===== src/rtl/spi_transmit.sv =====
// SPI mode-0 master transmitter: serializes WIDTH-bit words MSB first with cs framing.
// The SPI clock is derived from mainClk by an integer half-period divider.
module spi_transmit #(
    parameter int WIDTH   = 12,
    parameter int CLK_DIV = 4
) (
    input  logic             mainClk,
    input  logic             reset,
    input  logic [WIDTH-1:0] txData,
    input  logic             txValid,
    output logic             txReady,
    output logic             done,
    output logic             spiClk,
    output logic             sdo,
    output logic             cs
);

    localparam int DIV_W = (CLK_DIV > 1) ? $clog2(CLK_DIV) : 1;
    localparam int BIT_W = (WIDTH > 1) ? $clog2(WIDTH) : 1;
    localparam logic [DIV_W-1:0] DIV_LAST = DIV_W'(CLK_DIV - 1);
    localparam logic [BIT_W-1:0] BIT_LAST = BIT_W'(WIDTH - 1);

    typedef enum logic [2:0] {
        IDLE  = 3'd0,
        SETUP = 3'd1,
        SHIFT = 3'd2,
        HOLD  = 3'd3,
        GAP   = 3'd4
    } state_t;

    state_t           state_r;
    logic [DIV_W-1:0] divCnt_r;
    logic [BIT_W-1:0] bitCnt_r;
    logic [WIDTH-1:0] shift_r;
    logic             spiClk_r;
    logic             sdo_r;
    logic             cs_r;
    logic             done_r;
    logic             divWrap_s;
    logic             lastBit_s;

    // End of the current half-period and last falling edge of the frame.
    always_comb begin
        divWrap_s = (divCnt_r == DIV_LAST);
        lastBit_s = (bitCnt_r == BIT_LAST);
    end

    // Frame sequencer: every state lasts whole half-periods; counters restart on each entry.
    always_ff @(posedge mainClk or posedge reset) begin
        if (reset) begin
            state_r  <= IDLE;
            divCnt_r <= '0;
            bitCnt_r <= '0;
            shift_r  <= '0;
            spiClk_r <= 1'b0;
            sdo_r    <= 1'b0;
            cs_r     <= 1'b1;
            done_r   <= 1'b0;
        end else begin
            done_r <= 1'b0;
            case (state_r)
                IDLE: begin
                    divCnt_r <= '0;
                    bitCnt_r <= '0;
                    spiClk_r <= 1'b0;
                    cs_r     <= 1'b1;
                    if (txValid) begin
                        shift_r <= txData;
                        sdo_r   <= txData[WIDTH-1];
                        cs_r    <= 1'b0;
                        state_r <= SETUP;
                    end
                end
                SETUP: begin
                    if (divWrap_s) begin
                        divCnt_r <= '0;
                        spiClk_r <= 1'b1;
                        state_r  <= SHIFT;
                    end else begin
                        divCnt_r <= divCnt_r + DIV_W'(1);
                    end
                end
                SHIFT: begin
                    if (divWrap_s) begin
                        divCnt_r <= '0;
                        if (spiClk_r) begin
                            spiClk_r <= 1'b0;
                            // The final fall leaves sdo on the LSB through HOLD.
                            if (lastBit_s) begin
                                bitCnt_r <= '0;
                                state_r  <= HOLD;
                            end else begin
                                bitCnt_r <= bitCnt_r + BIT_W'(1);
                                shift_r  <= {shift_r[WIDTH-2:0], 1'b0};
                                sdo_r    <= shift_r[WIDTH-2];
                            end
                        end else begin
                            spiClk_r <= 1'b1;
                        end
                    end else begin
                        divCnt_r <= divCnt_r + DIV_W'(1);
                    end
                end
                HOLD: begin
                    if (divWrap_s) begin
                        divCnt_r <= '0;
                        cs_r     <= 1'b1;
                        done_r   <= 1'b1;
                        state_r  <= GAP;
                    end else begin
                        divCnt_r <= divCnt_r + DIV_W'(1);
                    end
                end
                GAP: begin
                    if (divWrap_s) begin
                        divCnt_r <= '0;
                        state_r  <= IDLE;
                    end else begin
                        divCnt_r <= divCnt_r + DIV_W'(1);
                    end
                end
                default: begin
                    state_r  <= IDLE;
                    divCnt_r <= '0;
                    bitCnt_r <= '0;
                    spiClk_r <= 1'b0;
                    cs_r     <= 1'b1;
                end
            endcase
        end
    end

    assign txReady = (state_r == IDLE);
    assign done    = done_r;
    assign spiClk  = spiClk_r;
    assign sdo     = sdo_r;
    assign cs      = cs_r;

endmodule


===== config.mk =====
export PLATFORM = sky130hd
export DESIGN_NAME = spi_transmit
export DESIGN_NICKNAME = d
export VERILOG_FILES = /design/src/rtl/spi_transmit.sv
export SDC_FILE = /design/constraint.sdc
export NUM_CORES = 1
export LEC_CHECK = 0
export ABC_AREA = 0
export BUFFER_PORTS_ARGS = -buffer_cell sky130_fd_sc_hd__buf_2
export CAP_MARGIN = 20
export CORE_ASPECT_RATIO = 0.8
export CORE_MARGIN = 1.5
export CORE_UTILIZATION = 29
export DETAILED_ROUTE_END_ITERATION = 10
export PLACE_DENSITY = 0.53
export SKIP_LAST_GASP = 1
export SLEW_MARGIN = 10
export SYNTH_ARGS = -nofsm -noshare
export SYNTH_HDL_FRONTEND = slang
export SYNTH_SLANG_ARGS = --single-unit

===== constraint.sdc =====
create_clock -name mainClk -period 2.3 [get_ports mainClk]
set_input_delay 0.46 -clock mainClk [delete_from_list [all_inputs] [get_ports mainClk]]
set_output_delay 0.46 -clock mainClk [all_outputs]
set_load 0.02 [all_outputs]

==> results by group, run 1 <==
Route
  – DRC violations left: 0
  – Drt pass-1 iters: 4
  – Antenna Nets Post-Route: 0
  – Total Wirelength: roughly 2300 um
  – Vias per cell: 4.81
  – Number of DRC markers in iteration 0: 13
  – DR WL/cell: 12.5 um
  – Vias: 866

Clock network
  – CTS Buf Count: 3
  – CTS Buffer Depth: 2
  – Setup Buffers After CTS: 0
  – Hold_buf cts: 0
  – Post-cts resize count: 0
  – CTS tree: built
  – Sink Count: 24
  – Clock transition at path regs: 0.08 ns
  – Root Buffer: clkbuf_8
  – H-tree Lvls: 1
  – Clock latency on the worst-skew pair: between 0.2 and 0.3 ns

Die
  – Core Rows: 20
  – Initial core utilization: 31.1%
  – Core Region: roughly 4000 um^2
  – Die Span Y: between 60 and 70 um
  – Number of I/O pins: 20
  – Die area: 4580 um^2
  – Die W: 75.3 um

STA
  – Setup repair after global routing missed its margin: no
  – Worst Hold Slack: around 0.22 ns
  – Final Max Slew Viols: 0
  – Sum Neg Setup Slack: 0 ns
  – Max Clk Rate: 522 MHz
  – Max-slew headroom: 63.6%
  – Clk_skew: 0.00360 ns
  – Final hold violation count: 0
  – Least-Margin Pin Slew: 0.546 ns
  – Minimum clock period after layout: ~1.9 ns
  – Setup WS post-layout: 0.384 ns
  – Endpoints failing setup: 0
  – Final worst-path cycle share: a little over four fifths

Finish
  – Syn-to-layout area delta: 17.3%
  – Final #Nets: 143
  – Diode count: 0
  – Layout cells sized above 1: 41.6%
  – Register Area: approximately 600 um^2
  – Fill cell count: 404
  – Multi-input gate area: about 550 um^2

Logic synthesis
  – Synth Cell Area: 1210 um^2
  – Synthesis-stage register bit count: 24
  – Top post-synthesis cells by count: 23 x dfrtp_1, 22 x mux2_2, 6 x nand2_1, 6 x nand3_1, 5 x o21ai_0
  – Ys async rst share: 100%
  – Cell with the most instances after synthesis: dfrtp_1
  – Synth area leaders: dfrtp_1 47%, mux2_2 20%, buf_6 2.8%
  – Post-Synthesis Cells: 103
  – Share of the synthesized area in the top cell type: 47.4%
  – Seq/Total Area, Yosys: 49.6%
  – EDFF count, synth: 0
  – Syn_nets: between 100 and 150
  – Synth Warn #: 0
  – Synth Flop Type: dfrtp_1
  – Yosys top cell by area: dfrtp_1
  – Distinct cells, synth: 32
  – Post-Syn Area per Cell: 11.8 um^2

Setup path
  – Capturing element type of the critical path: output port
  – CP required: 1.84 ns
  – Crit-path max FO: 10
  – R2R setup slack: 0.45 ns
  – Crit Path Class: register to output port
  – R2R depth: 3
  – CP Data Arrival Time: 1.46 ns
  – CP Launch Type: register

GRT
  – GR peak layer: met2
  – Antenna violations before repair: 0
  – GRT Util Overall: between 10% and 20%
  – First-pass GRT wire length: 3830 um
  – Vias in the first global route: 841
  – Met1 GRT Util: 14.9%
  – Met3 Usage GRT: 2.33%
  – GRT overflow: 0
  – Largest net degree at the start of global routing: 25
  – Met2 usage: 17.8%

Placed design
  – DP HPWL: between 1500 and 2000 um
  – GP Congestion: 0.738
  – I/O Buffers: 19
  – Setup WS pre-CTS: 0.438 ns

Min path
  – Worst Hold Class: input pin to asynchronous set/reset pin

Power
  – Switching share of power: 19.8%
  – NetSw: about 0.00014 W
  – Pint: 0.000584 W
  – Power Density: 512 nW/um^2
  – Combinational Power Share: 3.0%
  – Reg power frac: 57.9%
  – Clock network power share: ~39%
  – VDD IR max: 248 uV
  – Leak: 0.677 nW

Run
  – Max_cap viols: 0

Run status
  – Status: completed
==> final timing paths <==
check                                  from           to
worst min-delay path                  reset  bitCnt_r[3]
worst min register to register  divCnt_r[0]  divCnt_r[0]
max in group asynchronous             reset           cs
worst max register to register   state_r[2]  bitCnt_r[3]
min in group mainClk              txData[0]   shift_r[0]
worst max-delay path             state_r[1]      txReady
==> cells by family after synthesis <==
group / Yosys count / synth area share (%)
AND/OR/NAND/NOR: 27 / 12.5
adder cells (fa/ha/maj): 2 / 2.06
multiplexers: 23 / 21.2
buffers and inverters: 9 / 4.74
XOR/XNOR: 1 / 0.722
flip-flops: 24 / 49.6
AO/OA/AOI/OAI: 17 / 9.17
==> power groups by stage <==
stage	Clock, W	Combinational [W]	Sequential (W)
after detailed placement	0	0.0000230	0.000430
after CTS	0.000293	0.0000232	0.000422
final	0.000285	0.0000222	0.000422
after global routing	0.000313	0.0000254	0.000422
after global placement	0	0.0000225	0.000430
after floorplan	0	0.00000695	0.000430
==> layout by cell type (no fill, tap or decap), types with 2 or more instances in the layout <==
| master | netlist | routed |
|---|---|---|
| nand2_1 | 6 | 6 |
| nor2_1 | 4 | 4 |
| ha_1 | 2 | 2 |
| nand2b_1 | 2 | 2 |
| clkbuf_8 | 0 | 4 |
| dfrtp_1 | 23 | 23 |
| and3b_1 | 2 | 2 |
| o22ai_1 | 4 | 4 |
| nand3_1 | 6 | 6 |
| buf_2 | 1 | 19 |
| mux2_2 | 22 | 22 |
| buf_4 | 0 | 5 |
| inv_1 | 3 | 3 |
| o21ai_0 | 5 | 5 |
| or3b_1 | 2 | 2 |
==> worst max-delay path: stages (launching register included) <==
cell and delay, ns:
dfrtp_1 0.43, buf_4 0.19, nor3_1 0.34, buf_2 0.24
==> routing by layer <==
| layer | vias up | share of wire, % |
|---|---|---|
| li1 | 418 | - |
| met1 | 427 | 49 |
| met2 | 19 | 46 |
| met3 | 2 | 4.0 |
| met4 | 0 | 0.93 |
| met5 | - | 0 |
==> area by class of cell <==
cell class | instances | share of cell area [%]
flip-flops and latches | 24 | 42.3
multi-input cells | 70 | 38.9
repair buffers | 24 | 9.31
well taps | 55 | 4.83
clock buffers | 4 | 3.87
inverters | 3 | 0.791
==> stage by stage <==
step                      power, W  utilization [%]  instance area, um^2  cells
after global placement    0.000452             35.1                 1370    176
final                     0.000728             36.5                 1420    180
after floorplan           0.000437                -                 1210    103
after CTS                 0.000738             36.5                 1420    180
after detailed placement  0.000453             35.1                 1370    176
after global routing      0.000760             36.5                 1420    180
==> sequential cells by signal (all words and copies together) (netlist names) <==
register / cells
state_r: 3
cs: 1
shift_r: 11
spiClk: 1
done: 1
sdo: 1
bitCnt_r: 4
divCnt_r: 2
Note: power is estimated with default switching activity, not from simulation.
==> run 2, diff against run 1 <==
--- a/config.mk
+++ b/config.mk
@@ -12,7 +12,7 @@
 export CORE_MARGIN = 1.5
 export CORE_UTILIZATION = 29
 export DETAILED_ROUTE_END_ITERATION = 10
-export PLACE_DENSITY = 0.53
+export PLACE_DENSITY = 0.54
 export SKIP_LAST_GASP = 1
 export SLEW_MARGIN = 10
 export SYNTH_ARGS = -nofsm -noshare
==> constraint.sdc (replaced) <==
create_clock -name mainClk -period 1.6 [get_ports mainClk]
set_input_delay 0.32 -clock mainClk [delete_from_list [all_inputs] [get_ports mainClk]]
set_output_delay 0.32 -clock mainClk [all_outputs]
set_load 0.02 [all_outputs]
==> run 2 against run 1 <==
  * The run now ends with negative setup slack left
  * Cell count grew 8.3%
  * Worst hold slack worse by 0.21 ns
  * Largest power group unchanged
  * Core utilization increased by 4.8 points
  * Register-to-register slack lost 0.48 ns
  * Largest cell class unchanged
==> results by group, run 2 (same netlist as run 1, synthesis figures left out) <==
Run status
  – Status: finished, violations left
  – Failing checks: negative setup slack

Power
  – Leak: 0.765 nW
  – VDD IR max: 525 uV
  – Power Density: 726 nW/um^2
  – Tot Pwr: 0.00117 W

Clock network
  – Sink Count: 24
  – CTS Buf Count: 3
  – Root Buffer: clkbuf_8
  – Clock latency on the worst-skew pair: between 0.2 and 0.3 ns
  – H-tree Lvls: 1
  – CTS Buffer Depth: 2
  – Clock transition at path regs: 0.09 ns
  – CTS tree: built

Setup path
  – Most used cell, CP: mux2_2
  – Crit-path max FO: 8
  – Crit Path Class: register to register
  – CP required: 1.75 ns
  – CP peak stage delay: roughly 0.42 ns
  – CP Launch Type: register
  – Slowest stage cell on the critical path: dfrtp_1
  – CP Cell Sequence: or3b_4 > buf_6 > mux2_2 > mux2_2
  – CP Data Arrival Time: 1.78 ns
  – Capturing element type of the critical path: register

Placed design
  – DP HPWL: 1790 um
  – I/O Buffers: 19
  – GP Congestion: approximately 0.9

Finish
  – Layout cells sized above 1: approximately 52%
  – Diode count: 0
  – Final #Nets: between 150 and 200
  – Largest Register: shift_r
  – Syn-to-layout area delta: 32.8%
  – Commonest non-fill, non-tap cells in the layout: 23 x dfrtp_1, 22 x mux2_2, 18 x buf_2, 16 x buf_4
  – Post-layout util: 41.3%
  – Fill cell count: 385
  – Largest register FFs: 11
  – Top flop regs: shift_r: 11 flops, bitCnt_r: 4 flops, state_r: 3 flops
  – Commonest non-fill, non-tap cell in the layout: dfrtp_1

STA
  – Minimum clock period after layout: 1.63 ns
  – Least-Margin Pin Slew: 0.391 ns
  – Setup WS post-layout: -0.0306 ns
  – Setup repair after global routing missed its margin: yes
  – Final Max Slew Viols: 0
  – Endpoints failing setup: 11
  – Final worst-path cycle share: 102%
  – Max-slew headroom: 73.9%
  – Clk_skew: roughly 0.0045 ns
  – Final hold violation count: 0
  – Max Clk Rate: approximately 610 MHz
  – Sum Neg Setup Slack: -0.135 ns

Die
  – Core Rows: 20
  – Die W: 75.3 um
  – Die Span Y: 60.9 um
  – Die area: 4580 um^2
  – Core Region: around 3900 um^2
  – Initial core utilization: approximately 31%
  – Number of I/O pins: 20

Route
  – Total Wirelength: approximately 2400 um
  – DRC violations left: 0
  – Drt pass-1 iters: 4
  – Vias per cell: 4.65
  – Number of DRC markers in iteration 0: 44
  – DR WL/cell: 12.6 um
  – Vias: 907
  – Antenna Nets Post-Route: 0

GRT
  – GRT overflow: 0
  – Antenna violations before repair: 0
  – GRT Util Overall: 12.3%
  – Vias in the first global route: 940
  – First-pass GRT wire length: 4260 um
  – Largest net degree at the start of global routing: 16

Run
  – Max_cap viols: 0

Min path
  – Worst Hold Class: input pin to asynchronous set/reset pin
==> run 2: layout make-up <==
class,count,area (um^2),area share (%)
Multi-Input combinational cell,70,583,36.2
Tap cell,55,68.8,4.27
Sequential cell,24,602,37.3
Clock buffer,3,41.3,2.56
Timing Repair Buffer,39,275,17.1
Clock inverter,1,30.0,1.86
Inverter,3,11.3,0.699
==> run 2: worst paths after layout <==
path	start	endpoint	slack (ns)	depth (start not counted)
max in group asynchronous	reset	shift_r[5]	1.04	3
min in group mainClk	txData[0]	shift_r[0]	0.30	2
worst max-delay path	state_r[2]	shift_r[5]	-0.03	4
worst max register to register	state_r[2]	shift_r[5]	-0.03	4
worst min-delay path	reset	divCnt_r[1]	0.01	2
worst min register to register	divCnt_r[0]	divCnt_r[0]	0.46	1
==> run 2: metrics by stage <==
step	instance area [um^2]	setup WS, ns	hold WS, ns	std cells
global route	1610	-0.0747	0.0394	195
floorplan	1220	-0.132	0.334	103
CTS	1580	-0.0296	0.0264	193
detailed placement	1480	-0.0498	0.323	189
global placement	1480	-0.0129	0.309	189
finish	1610	-0.0306	0.0123	195
==> run 2: metal layers <==
layer / global-route usage [%] / part of all wire [%]
met1: 16.0 / 47
met2: 19.9 / 47
met3: 4.49 / 5.1
met4: 2.55 / 0.16
met5: 0 / 0
==> run 2: worst max-delay path, delay by kind of cell (launching register included) <==
kind	cells	cell delay, ns
buffers and inverters	1	0.15
and+or+nand+nor	1	0.42
DFF	1	0.42
muxes	2	0.53
==> run 2: what timing repair did <==
item / 4_1_cts / 5_1_grt
resized for setup: 8 / 4
setup buffers: 0 / 2
endpoints found under the setup margin: 13 / 16
gates cloned: 0 / 0
hold buffers: 0 / 0
pin swaps: 2 / 3
==> run 2: power by group <==
group | switching (W) | total (W) | leakage (nW) | internal, W
Clock | 0.000197 | 0.000531 | 0.0357 | 0.000334
Sequential | 0 | 0.000606 | 0.312 | 0.000606
Combinational | 0.0000182 | 0.0000322 | 0.417 | 0.0000140
==> run 3, diff against run 2 <==
--- a/config.mk
+++ b/config.mk
@@ -12,6 +12,7 @@
 export CORE_MARGIN = 1.5
 export CORE_UTILIZATION = 29
 export DETAILED_ROUTE_END_ITERATION = 10
+export MAX_ROUTING_LAYER = met4
 export PLACE_DENSITY = 0.54
 export SKIP_LAST_GASP = 1
 export SLEW_MARGIN = 10
==> run 3 against run 2 <==
  * The flow still finishes with violations (negative setup slack)
  * Global-route usage is 0.40 points higher
  * Clock skew rose by 0.00062 ns
  * Worst setup slack worse by 0.0018 ns
  * Register-to-register slack about the same
  * Largest cell class unchanged
==> results by group, run 3 (same netlist as run 1, synthesis figures left out) <==
STA
  – Endpoints failing setup: 12
  – Final Max Slew Viols: 0
  – Least-Margin Pin Slew: 0.391 ns
  – Setup repair after global routing missed its margin: yes
  – Final hold violation count: 0
  – Minimum clock period after layout: roughly 1.6 ns
  – Final worst-path cycle share: 102%
  – Setup WS post-layout: -0.0324 ns
  – Max Clk Rate: 613 MHz
  – Sum Neg Setup Slack: -0.157 ns
  – Max-slew headroom: 73.9%
  – Clk_skew: 0.00516 ns

Finish
  – Non-Filler Instances: 195
  – Top flop regs: shift_r: 11 flops, bitCnt_r: 4 flops, state_r: 3 flops
  – Final #Nets: 158
  – Commonest non-fill, non-tap cell in the layout: dfrtp_1
  – Post-layout util: 41.3%
  – Syn-to-layout area delta: 32.8%
  – Diode count: 0
  – Largest Register: shift_r
  – Layout cells sized above 1: 52.1%
  – Commonest non-fill, non-tap cells in the layout: 23 x dfrtp_1, 22 x mux2_2, 18 x buf_2, 16 x buf_4
  – Largest register FFs: 11

Placed design
  – DP HPWL: 1790 um
  – Setup WS pre-CTS: -0.0498 ns
  – GP Congestion: 0.897
  – Placed Cells: approximately 190
  – I/O Buffers: 19

Clock network
  – Root Buffer: clkbuf_8
  – CTS Buf Count: 3
  – Sink Count: 24
  – H-tree Lvls: 1
  – Clock transition at path regs: 0.09 ns
  – Hold_buf cts: 0
  – Clock latency on the worst-skew pair: 0.27 ns
  – CTS tree: built
  – CTS Buffer Depth: 2

Setup path
  – Critical R2R Launch: state_r[2]
  – CP Data Arrival Time: ~1.8 ns
  – Slowest stage cell on the critical path: dfrtp_1
  – CP required: ~1.8 ns
  – Critical path buffers and inverters: 1
  – CP peak stage delay: 0.42 ns
  – Crit-path max FO: 8
  – R2R depth: 4
  – WP depth: 4
  – CP Launch Type: register
  – CP Cell Sequence: or3b_4 > buf_6 > mux2_2 > mux2_2
  – Most used cell, CP: mux2_2
  – R2R setup slack: -0.03 ns
  – Capturing element type of the critical path: register
  – CP top delay family: multiplexers
  – Worst reg2reg endpoint: shift_r[5]
  – Crit Path Class: register to register

Die
  – Number of I/O pins: 20
  – Die area: 4580 um^2
  – Die Span Y: 60.9 um
  – Die W: 75.3 um
  – Core Rows: 20
  – Core Region: 3900 um^2
  – Initial core utilization: 31.1%

Min path
  – Worst Hold Class: input pin to asynchronous set/reset pin

GRT
  – GRT Util Overall: about an eighth
  – Antenna violations before repair: 0
  – GRT overflow: 0
  – First-pass GRT wire length: 4260 um
  – Vias in the first global route: 939
  – Largest net degree at the start of global routing: 16

Run status
  – Status: finished, violations left
  – Failing checks: negative setup slack

Route
  – Total Wirelength: 2450 um
  – Drt pass-1 iters: 4
  – DRC violations left: 0
  – Number of DRC markers in iteration 0: 50
  – Antenna Nets Post-Route: 0
  – Vias: 910
  – Vias per cell: 4.67
  – DR WL/cell: 12.5 um

Power
  – Tot Pwr: 0.00117 W
  – Leak: 0.765 nW
  – Power Density: 727 nW/um^2
  – VDD IR max: 526 uV

Run
  – Max_cap viols: 0
run 3: cell counts in the layout (fill, tap and decap cells not counted):
Identical to the previous run, type by type.
run 3: worst max path at each step:
stage / start / endpoint
after floorplan: state_r[2] / bitCnt_r[3]
after global placement: state_r[0] / shift_r[1]
after detailed placement: state_r[0] / bitCnt_r[3]
after CTS: state_r[2] / bitCnt_r[3]
after global routing: state_r[2] / shift_r[5]
final: state_r[2] / shift_r[5]
run 3: cell type report:
type / count / area, um^2
clock buffers: 3 / 41.3
well taps: 55 / 68.8
repair buffers: 39 / 275
fillers: 385 / 2290
clock inverters: 1 / 30.0
inverters: 3 / 11.3
multi-input cells: 70 / 583
flip-flops and latches: 24 / 602
run 3: layer usage:
| metal | vias up | global-route usage [%] | wire, um |
|---|---|---|---|
| li1 | 453 | - | - |
| met1 | 436 | 16.2 | 1170 |
| met2 | 19 | 19.9 | 1160 |
| met3 | 2 | 4.15 | 110 |
| met4 | 0 | 2.55 | 4 |
| met5 | - | - | 0 |
run 3: repair_timing:
action | CTS | global route
pin swaps | 2 | 3
buffers inserted | 0 | 2
endpoints found under the setup margin | 13 | 16
resized for setup | 8 | 4
run 3: stage by stage:
stage                     hold slack [ns]  area (um^2)
after floorplan                     0.334         1220
after global placement              0.309         1480
after detailed placement            0.323         1480
after CTS                          0.0264         1580
after global routing               0.0394         1610
final                              0.0111         1610
run 3: report_power, final:
group	switching (W)	internal, W
clock	0.000198	0.000334
combinational	0.0000182	0.0000140
sequential	0	0.000606
total	0.000217	0.000954
run 3: worst reg2reg max path: cells and delay by family (launching register included):
family                 cells  cell delay, ns
buffers and inverters      1            0.15
muxes                      2            0.53
and+or+nand+nor            1            0.42
DFF                        1            0.42
